`src/rtl/lc3_int_ctrl.sv`:
```
// LC-3 interrupt priority controller: latches, masks and arbitrates NUM_SRC
// interrupt sources against the current PSR priority and presents one
// request (INT/INTV/priority) to the control FSM until it is acknowledged.
module lc3_int_ctrl #(
    parameter int unsigned        NUM_SRC   = 8,
    parameter int unsigned        PRI_W     = 3,
    parameter logic [7:0]         VEC_BASE  = 8'h80,
    parameter logic [NUM_SRC-1:0] EDGE_MASK = {NUM_SRC{1'b1}}
) (
    input  logic                     clk,
    input  logic                     rst,
    input  logic [NUM_SRC-1:0]       irq_in,
    input  logic [NUM_SRC-1:0]       ie_mask,
    input  logic [NUM_SRC*PRI_W-1:0] src_pri,
    input  logic [PRI_W-1:0]         cur_pri,
    input  logic                     int_ack,
    output logic                     int_req,
    output logic [7:0]               int_vec,
    output logic [PRI_W-1:0]         int_pri,
    output logic [NUM_SRC-1:0]       pending
);

    localparam int unsigned SEL_W = (NUM_SRC > 1) ? $clog2(NUM_SRC) : 1;

    typedef enum logic [1:0] {
        IDLE = 2'd0,
        REQ  = 2'd1,
        HOLD = 2'd2
    } state_e;

    state_e               state_q, state_d;
    logic [NUM_SRC-1:0]   irq_prev_q;
    logic [NUM_SRC-1:0]   pending_q, pending_d;
    logic [SEL_W-1:0]     sel_q, sel_d;
    logic [7:0]           vec_q, vec_d;
    logic [PRI_W-1:0]     pri_q, pri_d;
    logic                 req_q, req_d;

    logic [NUM_SRC-1:0]   elig;
    logic [NUM_SRC-1:0]   edge_det;
    logic [NUM_SRC-1:0]   clr;
    logic                 win_any;
    logic [SEL_W-1:0]     win_idx;
    logic [PRI_W-1:0]     win_pri;
    logic [7:0]           win_vec;
    logic                 elig_sel;
    logic                 ack_acc;

    // Ack only counts while a request is actually being presented
    assign ack_acc  = (state_q == REQ) && int_ack;
    assign win_vec  = VEC_BASE + 8'(win_idx);
    assign elig_sel = elig[sel_q];

    // Eligibility and arbitration: highest priority wins, ties to lowest index
    always_comb begin
        elig    = '0;
        win_any = 1'b0;
        win_idx = '0;
        win_pri = '0;
        for (int i = 0; i < int'(NUM_SRC); i++) begin
            elig[i] = pending_q[i] & ie_mask[i] & (src_pri[i*PRI_W +: PRI_W] > cur_pri);
            if (elig[i] && (!win_any || (src_pri[i*PRI_W +: PRI_W] > win_pri))) begin
                win_any = 1'b1;
                win_idx = SEL_W'(i);
                win_pri = src_pri[i*PRI_W +: PRI_W];
            end
        end
    end

    // Pending next-state: edge sources latch (set beats clear), level sources follow input
    always_comb begin
        edge_det  = '0;
        clr       = '0;
        pending_d = '0;
        for (int i = 0; i < int'(NUM_SRC); i++) begin
            edge_det[i] = irq_in[i] & ~irq_prev_q[i];
            clr[i]      = ack_acc && (sel_q == SEL_W'(i));
            if (EDGE_MASK[i]) begin
                pending_d[i] = (pending_q[i] & ~clr[i]) | edge_det[i];
            end else begin
                pending_d[i] = irq_in[i];
            end
        end
    end

    // FSM next-state and registered-output next values
    always_comb begin
        state_d = state_q;
        sel_d   = sel_q;
        vec_d   = vec_q;
        pri_d   = pri_q;
        case (state_q)
            IDLE: begin
                if (win_any) begin
                    state_d = REQ;
                    sel_d   = win_idx;
                    vec_d   = win_vec;
                    pri_d   = win_pri;
                end
            end
            REQ: begin
                if (int_ack) begin
                    state_d = HOLD;
                end else if (!elig_sel) begin
                    state_d = IDLE;
                end else if (win_any && (win_pri > pri_q)) begin
                    sel_d = win_idx;
                    vec_d = win_vec;
                    pri_d = win_pri;
                end
            end
            HOLD: begin
                state_d = IDLE;
            end
            default: begin
                state_d = IDLE;
            end
        endcase
        req_d = (state_d == REQ);
    end

    // FSM state register
    always_ff @(posedge clk or posedge rst) begin
        if (rst) begin
            state_q <= IDLE;
        end else begin
            state_q <= state_d;
        end
    end

    // Datapath registers: pending, edge history and presented request
    always_ff @(posedge clk or posedge rst) begin
        if (rst) begin
            irq_prev_q <= '0;
            pending_q  <= '0;
            sel_q      <= '0;
            vec_q      <= 8'h00;
            pri_q      <= '0;
            req_q      <= 1'b0;
        end else begin
            irq_prev_q <= irq_in;
            pending_q  <= pending_d;
            sel_q      <= sel_d;
            vec_q      <= vec_d;
            pri_q      <= pri_d;
            req_q      <= req_d;
        end
    end

    assign int_req = req_q;
    assign int_vec = vec_q;
    assign int_pri = pri_q;
    assign pending = pending_q;

endmodule

```
`config.mk`:
```
export PLATFORM = sky130hd
export DESIGN_NAME = lc3_int_ctrl
export DESIGN_NICKNAME = d
export VERILOG_FILES = /design/src/rtl/lc3_int_ctrl.sv
export SDC_FILE = /design/constraint.sdc
export NUM_CORES = 1
export LEC_CHECK = 0
export CAP_MARGIN = 20
export CORE_MARGIN = 2
export CORE_UTILIZATION = 45
export CTS_BUF_LIST = sky130_fd_sc_hd__clkbuf_2 sky130_fd_sc_hd__clkbuf_4 sky130_fd_sc_hd__clkbuf_8
export CTS_CLUSTER_DIAMETER = 40
export DETAILED_ROUTE_END_ITERATION = 10
export PLACE_DENSITY = 0.73
export SLEW_MARGIN = 20
export SYNTH_ARGS = -nofsm -noshare
export SYNTH_HDL_FRONTEND = slang
export SYNTH_SLANG_ARGS = --single-unit
```
`constraint.sdc`:
```
create_clock -name clk -period 25.3 [get_ports clk]
set_clock_uncertainty 0.1 [all_clocks]
set_input_delay 3.795 -clock clk [delete_from_list [all_inputs] [get_ports clk]]
set_output_delay 3.795 -clock clk [all_outputs]
set_load 0.01 [all_outputs]
```
==> results of run 1 <==
## synth_stat cells, drive strengths merged, types with 3 or more instances
library cell,n,area [µm²]
a21oi,14,77.6
o211ai,8,65.1
a21o,4,30.0
nand2b,3,18.8
nor4,4,25.0
o311a,3,52.6
o31ai,5,37.5
nand3,13,65.1
or3,3,18.8
and3,3,18.8
mux2i,3,30.0
nor2b,16,108
and2,4,27.5
nor2,15,63.8
a31oi,9,68.8
o21a,6,45.0
mux2,4,45.0
nor3,9,55.1
nand2,11,41.3
o21ai,28,148
ha,48,601
buf,7,51.3
inv,30,113
dfrtp,26,651
## area by class of cell
cell class / count / area (µm²)
Fill cell: 545 / 2480
Multi-Input combinational cell: 254 / 1960
Sequential cell: 26 / 651
Timing Repair Buffer: 61 / 611
Inverter: 30 / 113
Tap cell: 75 / 93.8
Clock buffer: 3 / 41.3
## placed cells by master, fill, tap and decap left out, types with 3 or more instances in the layout
master,n
nor3_1,7
a21oi_1,12
mux2i_1,3
o21ai_0,24
inv_1,30
o211ai_1,7
a21o_1,4
nor2_1,14
o21a_1,6
nand2b_1,3
or3_1,3
nand3_1,13
nor4_1,4
clkbuf_8,3
and3_1,3
clkdlybuf4s50_1,61
dfrtp_1,26
a31oi_1,7
nor2b_1,15
ha_1,48
nand2_1,11
o31ai_1,5
and2_1,3
mux2_2,4
conb_1,4
## worst register-to-register path, delay by kind of cell, from the launching register on
kind,cells,cell delay [ns]
AOI/OAI and AO/OA,35,6.67
and+or+nand+nor,12,2.41
adders and majority gates,8,2.34
DFF,1,0.42
muxes,1,0.39
## worst paths after layout
path	start	to	slack, ns	cells after the start
max	cur_pri[2]	sel_q[0]	8.56	60
min	irq_prev_q[6]	pending[6]	0.32	1
max reg2reg	pending[0]	sel_q[0]	12.83	56
min reg2reg	irq_prev_q[6]	pending[6]	0.32	1
max in group asynchronous	rst	pending[5]	20.59	2
min in group asynchronous	rst	int_vec[7]	3.94	2
## layer usage
layer  track usage (%)  up-vias  part of all wire, %
met1              30.6     1189                   50
met4              4.43        0                 0.81
li1                  -     1308                    -
met5                 0        -                    0
met2              36.0       62                   46
met3             0.978        4                  3.7
## state kept, by name (all words and copies together), names as in the netlist
register / flops
int_vec: 2
int_req: 1
irq_prev_q: 8
sel_q: 2
state_q: 2
int_pri: 3
pending: 8
## kinds of logic after synthesis
group,count (synthesis),share of synthesized area [%]
buffers and inverters,39,6.22
AND/OR/NAND/NOR,92,18.9
multiplexers,7,2.70
other,1,0.135
adder cells (fa/ha/maj),48,21.6
AO/OA/AOI/OAI,103,27.0
flip-flops,26,23.4
## stage by stage
step / hold WS [ns] / cells
detailed placement: 0.311 / 446
global placement: 0.302 / 446
finish: 0.321 / 449
floorplan: 0.300 / 319
global route: 0.343 / 449
CTS: 0.322 / 449
## report_power, final
group	total [mW]	leakage [nW]	switching, mW	internal (mW)
clock	0.0223	0.0216	0.0116	0.0107
sequential	0.0649	0.286	0.0125	0.0523
combinational	0.154	1.20	0.0808	0.0736
==> flow_summary.ini, run 1 <==
[critical_path]
crit_type = in2reg
critical-path-top-delay-family = compound AO/OA/AOI/OAI gates
critPathSlowestCell = o32ai_1
worstPathBufferInverterCount = 2
crit_path_end_kind = register
critical_path_required_ns = 25.33
element_type_at_the_critical_path_start = input pin
worst_path_largest_cell_delay_ns = 0.49
worst_path_most_repeated_cell = ha_1
critical_path.max_fanout = 11
critPathArrivalTime_ns = 16.76

[detailed_routing]
detailedRoute.firstIterationViolations = 107
pre_antenna_drt_iters = 4
post-route-drc-count = 0
routed_wire_length_per_instance_um = 15.4
routed-via-count = 2563
drt-vias-per-instance = 5.71
wl_um = 6910
ant_nets = 0

[power_and_ir_drop]
leakage_nw = 1.51
vdd.ir_drop.worst_mv = 0.0668
pwr_density_cell_nw_per_um2 = 69.5
fin_total_pwr_uw = 242

[final_layout]
antenna-diode-count = 0
final_nets = 470
core_util_final_pct = 58.3
layout.cell_area.non_filler_um2 = 3470
layout-area-overhead-vs-synth_pct = 25.1
drive_gt1_share_pct = 6.95

[timing]
fmaxAchievable_mhz = 59.7
final_min_period_over_clock_period_pct = 66.2
final.setup.tns_ns = 0
relSlewSlack_pct = 36.9
final.min_clock_period_ns = 16.74
timing.final.ws_setup_ns = 8.56
slew_violations = 0
setup-violations-final = 0
max_slew.worst_pin.slew_ns = 0.946
finalHoldViolCount = 0
grt_setup_unrepaired = false

[synthesis]
ys_ff_latch = 26
synth-main-ff-cell = dfrtp_1
average_cell_area_after_synthesis_um2 = 8.79
synth-warning-count = 0
synth-seq-area-share_pct = 23.4
synthArstFlopShare_pct = 100
synth-edff-count = 0
post_synth_num_cell_types = 65
synth_area_um2 = 2780
postSynthCellCount = 316

[floorplan]
pin_count = 66
core_region_area_um2 = 5960
die_w_um = 82.6
die_h_um = 82.6
start_util_pct = 46.6
placement_rows = 28
design.die.area_um2 = 6810

[clocking]
cts_resized = 0
htree_num_levels = 1
cts-buffers-inserted = 3
cts_tree = built
cts_sinks = 26
ctsRootBufferMaster = clkbuf_8
clock_path_buffers = 2
clock_latency_ns = 0.27
cts_hold_buffers = 0
postCtsSetupRepairBufs = 0
clk_pin_slew_ns = 0.08

[worst_hold_path]
worst_hold_path_type = reg2reg

[global_routing]
grt.total_usage_pct = 21.4
grt_pass1_vias = 2367
grt_pass1_wl_um = 11400
maximum_number_of_pins_on_one_net_before_global_route_repair = 27
antenna_found_initial = 0
grt_overflow = 0

[placement]
detailed_place.area_um2 = 3430
dp_hpwl_um = 5800
pre_cts_slack_ns = 8.39
placement.io_buffers = 61
globalplace.congestion = 0.866

[run]
maxCapViolCount = 0

[outcome]
status = completed
Power figures use the tool's default switching activity.
==> run 2, diff against run 1 <==
- clock period: 25.3 -> 17.4 ns (I/O delays scaled with it)
==> run 2 against run 1 <==
Effect of this change:
- wire length about the same
- sequential share of layout area decreased by 0.15 points
- die area unchanged
- via count increased by 0.66%
- final area increased by 0.83%
- sequential cell count unchanged
- sequential power increased by 47%
- combinational power increased by 45%
- clock power increased by 70%
==> flow_summary.ini, run 2 (synthesized netlist as in run 1, its figures left out) <==
[clocking]
cts-buffers-inserted = 3
postCtsSetupRepairBufs = 0
cts_resized = 0
clock_latency_ns = 0.26
clock_path_buffers = 2
ctsRootBufferMaster = clkbuf_8
cts_tree = built
htree_num_levels = 1
cts_hold_buffers = 0
clk_pin_slew_ns = 0.09
cts_sinks = 26

[outcome]
status = completed

[critical_path]
crit_path_end_kind = register
critPathArrivalTime_ns = 15.46
worst_path_most_repeated_cell = ha_1
critical_path_required_ns = 17.42
worst_path_largest_cell_delay_ns = 0.51
crit-reg2reg-launch = pending[0]
critPathSlowestCell = o32ai_1
critical_path.max_fanout = 11
ff2ff_path_depth = 56
element_type_at_the_critical_path_start = input pin
crit_type = in2reg
r2r_setup_slack_ns = 5.08
timing.rr.end = sel_q[0]

[final_layout]
layout-area-overhead-vs-synth_pct = 26.1
layout.cells.most_common_list = clkdlybuf4s50_1, ha_1, inv_1
mostFrequentLayoutCell = clkdlybuf4s50_1
final_nets = 471
antenna-diode-count = 0
drive_gt1_share_pct = 7.45

[global_routing]
grt_pass1_wl_um = 11600
grt.total_usage_pct = 21.6
maximum_number_of_pins_on_one_net_before_global_route_repair = 27
grt_pass1_vias = 2436
antenna_found_initial = 0
grt_overflow = 0

[worst_hold_path]
hold-path-endpoint = pending[7]
min_from = irq_prev_q[7]
min_path_cells = 1
worst_hold_path_type = reg2reg

[timing]
fmaxAchievable_mhz = 64.8
grt_setup_unrepaired = false
fin_hold_ws_ns = 0.318
slew_violations = 0
final_min_period_over_clock_period_pct = 88.7
relSlewSlack_pct = 59.9
final.min_clock_period_ns = 15.44
finalHoldViolCount = 0
setup-violations-final = 0
max_slew.worst_pin.slew_ns = 0.596
final.setup.tns_ns = 0

[power_and_ir_drop]
leakage_nw = 1.52
pwr_density_cell_nw_per_um2 = 102
vdd.ir_drop.worst_mv = 0.105

[floorplan]
placement_rows = 28
pin_count = 66
die_h_um = 82.6
design.die.area_um2 = 6810
start_util_pct = 46.6
core_region_area_um2 = 5960
die_w_um = 82.6

[detailed_routing]
pre_antenna_drt_iters = 4
routed_wire_length_per_instance_um = 15.3
ant_nets = 0
drt-vias-per-instance = 5.72
routed-via-count = 2580
post-route-drc-count = 0
detailedRoute.firstIterationViolations = 126
wl_um = 6910

[placement]
dp_hpwl_um = 5740
placement.io_buffers = 61
globalplace.congestion = 0.883

[run]
maxCapViolCount = 0
==> run 2: cell count changes in the layout (fill, tap and decap cells not counted), sizes merged <==
cell / before / now
clkbuf: 3 / 4
buf: 0 / 1
==> run 2: worst max path at each step <==
stage | startpoint | to | slack [ns]
6_report | cur_pri[1] | sel_q[0] | 1.96
5_1_grt | cur_pri[1] | sel_q[0] | 0.84
4_1_cts | cur_pri[1] | sel_q[0] | 2.04
3_5_place_dp | cur_pri[1] | sel_q[0] | 1.80
3_3_place_gp | cur_pri[1] | sel_q[0] | 1.98
2_1_floorplan | cur_pri[1] | int_pri[0] | 3.74
==> run 2: critical path, delay by kind of cell <==
family          cells  cell delay (ns)
compound gates     35             6.59
fa+ha+maj           9             2.62
simple gates       13             2.56
buf+inv             2             0.67
mux                 1             0.38
==> run 2: final cells by class <==
class,instances,area (µm²)
flip-flops and latches,26,651
inverters,30,113
multi-input cells,254,1960
clock buffers,4,55.1
fillers,558,2450
well taps,75,93.8
repair buffers,62,626
==> run 2: routing by layer <==
layer	vias to the layer above	track usage, %	wire length [µm]
met5	-	0	0
met4	0	4.59	59
met3	6	1.96	343
met2	67	34.8	3140
met1	1197	31.5	3370
li1	1310	-	-
==> run 2: metrics by stage <==
stage               std cells  total power, mW  util, %  area, µm²  worst slack (ns)
floorplan                 319            0.246        -       2790              3.74
global placement          446            0.313     57.6       3430              1.98
detailed placement        446            0.318     57.6       3430              1.80
CTS                       450            0.357     58.6       3490              2.04
global route              451            0.392     58.8       3500             0.843
finish                    451            0.357     58.8       3500              1.96
==> run 2: where the power goes <==
part           internal, mW  leakage (nW)  switching (mW)
logic                 0.107          1.21           0.116
clock network        0.0202        0.0288          0.0178
registers            0.0760         0.286          0.0191
